**config.mk**
```make
export PLATFORM = sky130hd
export DESIGN_NAME = i2c_write_master
export DESIGN_NICKNAME = d
export VERILOG_FILES = /design/src/rtl/i2c_write_master.sv
export SDC_FILE = /design/constraint.sdc
export NUM_CORES = 1
export LEC_CHECK = 0
export ABC_AREA = 1
export BUFFER_PORTS_ARGS = -buffer_cell sky130_fd_sc_hd__buf_2
export CORE_MARGIN = 2
export CORE_UTILIZATION = 58
export CTS_BUF_LIST = sky130_fd_sc_hd__clkbuf_2
export CTS_CLUSTER_DIAMETER = 100
export DETAILED_ROUTE_END_ITERATION = 6
export PLACE_DENSITY = 0.82
export SYNTH_ARGS = -nofsm -noshare
export SYNTH_HDL_FRONTEND = slang
export SYNTH_SLANG_ARGS = --single-unit
```
**constraint.sdc**
```tcl
create_clock -name clock_25 -period 2.26 [get_ports clock_25]
set_input_delay 0.113 -clock clock_25 [delete_from_list [all_inputs] [get_ports clock_25]]
set_output_delay 0.113 -clock clock_25 [all_outputs]
set_load 0.01 [all_outputs]
```
**src/rtl/i2c_write_master.sv**
```systemverilog
// i2c_write_master: I2C write-only master that sends START, address+W, 0..MAX_BYTES data bytes with per-byte ACK check, then STOP
// Ports: clock_25/reset (sync, active-high); start/slave_address/register_data/byte_count request a write;
// i2c_serial_data_input samples the slave ACK; i2c_serial_data_output/_oe drive open-drain SDA;
// i2c_serial_clock is SCL; busy/done/ack_error report transaction status.
module i2c_write_master #(
  parameter int CLK_DIV   = 63,
  parameter int MAX_BYTES = 4,
  parameter int CNT_W     = 3
) (
  input  logic                   clock_25,
  input  logic                   reset,
  input  logic                   start,
  input  logic [6:0]             slave_address,
  input  logic [8*MAX_BYTES-1:0] register_data,
  input  logic [CNT_W-1:0]       byte_count,
  input  logic                   i2c_serial_data_input,
  output logic                   i2c_serial_data_output,
  output logic                   i2c_serial_data_oe,
  output logic                   i2c_serial_clock,
  output logic                   busy,
  output logic                   done,
  output logic                   ack_error
);
  localparam int DW = $clog2(CLK_DIV);
  localparam int PW = 8*MAX_BYTES;
  localparam logic [CNT_W-1:0] MAXB = CNT_W'(MAX_BYTES);
  typedef enum logic [2:0] {IDLE, START, BIT, ACK, STOP} state_t;
  state_t state_q, state_d;
  logic [DW-1:0] div_q, div_d;
  logic [1:0] qtr_q, qtr_d;
  logic [2:0] bit_q, bit_d;
  logic [CNT_W-1:0] byte_q, byte_d, cnt_q, cnt_d;
  logic [7:0] sh_q, sh_d;
  logic [PW-1:0] data_q, data_d;
  logic done_q, done_d, err_q, err_d, tick;
  always_ff @(posedge clock_25)
    if (reset) begin
      state_q <= IDLE;
      div_q   <= '0;
      qtr_q   <= '0;
      bit_q   <= '0;
      byte_q  <= '0;
      cnt_q   <= '0;
      sh_q    <= '0;
      data_q  <= '0;
      done_q  <= 1'b0;
      err_q   <= 1'b0;
    end else begin
      state_q <= state_d;
      div_q   <= div_d;
      qtr_q   <= qtr_d;
      bit_q   <= bit_d;
      byte_q  <= byte_d;
      cnt_q   <= cnt_d;
      sh_q    <= sh_d;
      data_q  <= data_d;
      done_q  <= done_d;
      err_q   <= err_d;
    end
  always_comb begin
    tick    = state_q != IDLE && div_q == DW'(CLK_DIV-1);
    state_d = state_q;
    div_d   = (state_q == IDLE || tick) ? '0 : div_q + 1'b1;
    qtr_d   = qtr_q;
    bit_d   = bit_q;
    byte_d  = byte_q;
    cnt_d   = cnt_q;
    sh_d    = sh_q;
    data_d  = data_q;
    done_d  = 1'b0;
    err_d   = err_q;
    case (state_q)
      IDLE: if (start) begin
        state_d = START;
        qtr_d   = '0;
        bit_d   = '0;
        byte_d  = '0;
        err_d   = 1'b0;
        cnt_d   = byte_count > MAXB ? MAXB : byte_count;
        sh_d    = {slave_address, 1'b0};
        data_d  = register_data;
      end
      START: if (tick) begin
        state_d = qtr_q == 2'd2 ? BIT : START;
        qtr_d   = qtr_q == 2'd2 ? 2'd0 : qtr_q + 2'd1;
      end
      BIT: if (tick) begin
        qtr_d = qtr_q + 2'd1;
        // bit counter wraps 7->0 on the way into the ACK slot
        if (qtr_q == 2'd3) begin
          state_d = bit_q == 3'd7 ? ACK : BIT;
          bit_d   = bit_q + 3'd1;
          sh_d    = sh_q << 1;
        end
      end
      ACK: if (tick) begin
        qtr_d = qtr_q + 2'd1;
        if (qtr_q == 2'd1 && i2c_serial_data_input) err_d = 1'b1;
        // err_q already holds this slot's sample by Q3; a NACK skips the remaining bytes
        if (qtr_q == 2'd3) begin
          state_d = (err_q || byte_q == cnt_q) ? STOP : BIT;
          sh_d    = data_q[PW-1 -: 8];
          data_d  = data_q << 8;
          byte_d  = byte_q + CNT_W'(1);
        end
      end
      STOP: if (tick) begin
        state_d = qtr_q == 2'd2 ? IDLE : STOP;
        qtr_d   = qtr_q == 2'd2 ? 2'd0 : qtr_q + 2'd1;
        done_d  = qtr_q == 2'd2;
      end
      default: state_d = IDLE;
    endcase
  end
  assign i2c_serial_clock = state_q == START ? qtr_q != 2'd2 :
                            state_q == STOP  ? qtr_q != 2'd0 :
                            state_q == IDLE  ? 1'b1 : ^qtr_q;
  assign i2c_serial_data_output = state_q == START ? qtr_q == 2'd0 :
                                  state_q == STOP  ? qtr_q == 2'd2 :
                                  state_q == BIT   ? sh_q[7] : 1'b1;
  assign i2c_serial_data_oe = state_q != ACK && !i2c_serial_data_output;
  assign busy      = state_q != IDLE;
  assign done      = done_q;
  assign ack_error = err_q;
endmodule

```
==> summary.txt <==
Power
  • Switching Fraction: 43.6%
  • Leak: 1.87 nW
  • Design Power: 3.77 mW
  • Psw: 1.64 mW
  • Cell Pwr Density: 968 nW/µm²
  • Internal power: 2.13 mW
  • Power share of the combinational group: 44.0%
  • Clk pwr share: 14.0%
  • Sequential share of power: 42.1%
  • Max VDD drop: 0.000527 V

Timing
  • Normalized max-slew margin: 61.5%
  • Final setup TNS: 0 ps
  • Pin slew with the least headroom to its limit: 577 ps
  • Final Hold Viols: 0
  • Final setup vio count: 0
  • Max Slew Vio Count: 0
  • RSZ-0062 raised after global routing: no
  • Max Freq: 482 MHz
  • Final clock skew: 16.5 ps
  • Final Critical Period: 2070 ps
  • Tcrit/Tclk final: 91.8%

Floorplan
  • Die Span Y: 76.9 µm
  • Core area: 5110 µm²
  • Row Count: 26
  • Full die area: 5910 µm²
  • Chip width: 76.9 µm
  • Io pins: 52
  • Starting Density: 60.3%

Critical path
  • Worst endpoint required time: 2150 ps
  • R2R cell count: 9
  • CP Class: flip-flop to output pin
  • Crit path arrival time: 1960 ps
  • Startpoint class of the critical path: flip-flop
  • Crit. End Element: output pin
  • Crit path max fanout: 14

Routing
  • Vias: 3271
  • Vias per cell: 5.16
  • Drt drc: 0
  • WL met1: 3.22 mm
  • Wire length per cell: 12.6 µm
  • Routed Antenna Nets: 0
  • Final wirelength: 7.97 mm
  • Top layer reached by signal wires: met4
  • DR pass1 iterations: 7
  • DRT iter0 DRCs: 259
  • Routed met3 length: 598 µm
  • Met2 wire length: 3.93 mm

Synthesis
  • Largest family of logic cells by synthesized area: simple AND/OR/NAND/NOR gates
  • Synth warn: 0
  • Post-Syn Nets: 519
  • Synthesized area per cell: 6.64 µm²
  • Post-Synthesis Cells: 464
  • Post-Syn Area: 3080 µm²
  • Post-Synth XOR/XNOR Area: 1.14%
  • Netlist cell types: 28
  • Sequential area share after synthesis: 40.3%
  • Post-Synth Adder-Cell Area: 3.66%
  • Synth Register Bits: 62
  • Post-synthesis simple-gate area fraction: 33.7%
  • Compound-Gate Fraction of Synth Area: 13.3%
  • Post-synthesis mux area share: 0%

Placed design
  • RD Place Congestion: 0.904
  • Hpwl dp: 4.76 mm
  • IO Port Bufs: 51

CTS
  • Worst-Skew Late Latency: 480 ps
  • CTS Buf Count: 9
  • H-tree depth: 3
  • Buffer depth of the longest clock path: 2
  • Post-CTS setup buffer count: 0
  • TritonCTS clock tree: yes
  • Root Driver: clkbuf_2
  • Reg clk slew, reported paths: 180 ps
  • Sink Count: 62

GRT
  • Vias in the first global route: 3102
  • Largest net degree at the start of global routing: 36
  • First-pass GRT wire length: 13.4 mm
  • Initial antenna violation count: 0
  • GRT Total Usage: 28.5%
  • GRT Residual Overflow: 0

Run
  • Number of max-cap violations: 0

Layout
  • Number of diodes: 0
  • Fraction of layout cells with a size suffix above 1: 15.2%
  • Final #Nets: 615
  • Area delta synth->final: 26.3%

Worst hold path
  • Hold Crit Class: primary input to flip-flop
  • Worst Hold Depth: 3

Run status
  • Outcome: finished, final reports clean
area by class of cell:
class                      instances  area [µm²]
tap                               70        87.6
inverter                          33         126
timing repair buffer             103         758
clock buffer                       9        45.0
fill                             418        1220
sequential                        62        1240
multi-input combinational        351        1600
clock inverter                     6        30.0
power groups by stage:
stage | Clock (mW) | Combinational, mW | Sequential (mW)
3_5_place_dp | 0 | 1.54 | 1.60
2_1_floorplan | 0 | 1.26 | 1.56
3_3_place_gp | 0 | 1.51 | 1.59
6_report | 0.526 | 1.66 | 1.58
4_1_cts | 0.532 | 1.62 | 1.58
5_1_grt | 0.581 | 1.89 | 1.63
cell families after synthesis:
| group | count (synthesis) |
|---|---|
| buffers and inverters | 51 |
| DFF | 62 |
| and+or+nand+nor | 263 |
| AOI/OAI and AO/OA | 75 |
| adders and majority gates | 9 |
| xor gates and xnor gates | 4 |
worst max-delay path: stages (launching register included):
cell and delay, ps:
dfxtp_1 370, inv_2 100, nand2_4 120, nor2_1 110, buf_4 180, inv_1 80, nor2_1 90, inv_1 50
a31oi_1 180, inv_1 60, buf_2 130
placed cells by master, fill, tap and decap left out, drive strengths merged:
master	count
a21oi	31
clkinvlp	1
nand2	156
a22oi	1
a31oi	2
nor3b	1
buf	58
and3	1
clkinv	6
dfxtp	62
nor3	6
o22ai	1
a211oi	1
o21ai	38
nor2	81
clkbuf	9
xor2	2
o221ai	1
inv	32
xnor2	2
ha	9
nand3	18
dlygate4sd3	45
what timing repair did:
action | CTS | global route
endpoints found under the hold margin | 43 | 0
hold buffers | 45 | 0
gates resized for setup | 0 | 1
setup endpoints to repair | 0 | 2
synth_stat cells:
| master | number | share of area, % |
|---|---|---|
| inv_2 | 4 | 0.49 |
| o221ai_1 | 1 | 0.28 |
| o21ai_0 | 38 | 6.2 |
| a21oi_2 | 3 | 0.85 |
| nand2_1 | 152 | 19 |
| a21oi_1 | 27 | 4.4 |
| nor2_1 | 79 | 9.6 |
| clkbuf_1 | 9 | 1.1 |
| a22oi_1 | 1 | 0.24 |
| a31oi_1 | 2 | 0.41 |
| xnor2_1 | 2 | 0.57 |
| ha_1 | 9 | 3.7 |
| buf_6 | 6 | 2.2 |
| inv_4 | 1 | 0.20 |
| nand2_2 | 4 | 0.81 |
| nor2_2 | 2 | 0.41 |
| nand3_1 | 18 | 2.9 |
| nor3_1 | 6 | 0.97 |
| nor3b_1 | 1 | 0.24 |
| and3_1 | 1 | 0.20 |
| buf_2 | 3 | 0.49 |
| inv_1 | 27 | 3.3 |
| o22ai_1 | 1 | 0.20 |
| clkinv_1 | 1 | 0.12 |
| a211oi_1 | 1 | 0.24 |
| dfxtp_1 | 62 | 40 |
| a21oi_4 | 1 | 0.53 |
| xor2_1 | 2 | 0.57 |
path summary, 6_finish.rpt:
path | from | endpoint | slack (ps)
worst min register to register | data_q[23] | data_q[23] | 460
worst max-delay path | state_q[2] | i2c_serial_data_output | 190
worst max register to register | div_q[0] | data_q[10] | 290
worst min-delay path | start | cnt_q[2] | 50
per-layer routing:
layer | global-route usage, % | vias to the layer above
met1 | 32.2 | 1436
li1 | - | 1659
met4 | 14.9 | 0
met5 | 0 | -
met2 | 50.5 | 152
met3 | 5.41 | 24
through the flow:
step	util, %	setup WS [ps]	hold slack (ps)	area, µm²	cells
2_1_floorplan	-	646	191	3080	464
3_5_place_dp	65.8	344	373	3360	574
6_report	76.2	186	54.0	3890	634
5_1_grt	76.2	9.55	43.1	3890	634
3_3_place_gp	65.8	368	368	3360	574
4_1_cts	76.1	71.4	18.0	3880	634
sequential cells by signal, indices dropped and copies added (netlist names), 2 cells and up:
| signal | flops |
|---|---|
| qtr_q | 2 |
| byte_q | 3 |
| cnt_q | 3 |
| state_q | 3 |
| sh_q | 8 |
| bit_q | 3 |
| data_q | 32 |
| div_q | 6 |
Note: power is estimated with default switching activity, not from simulation.
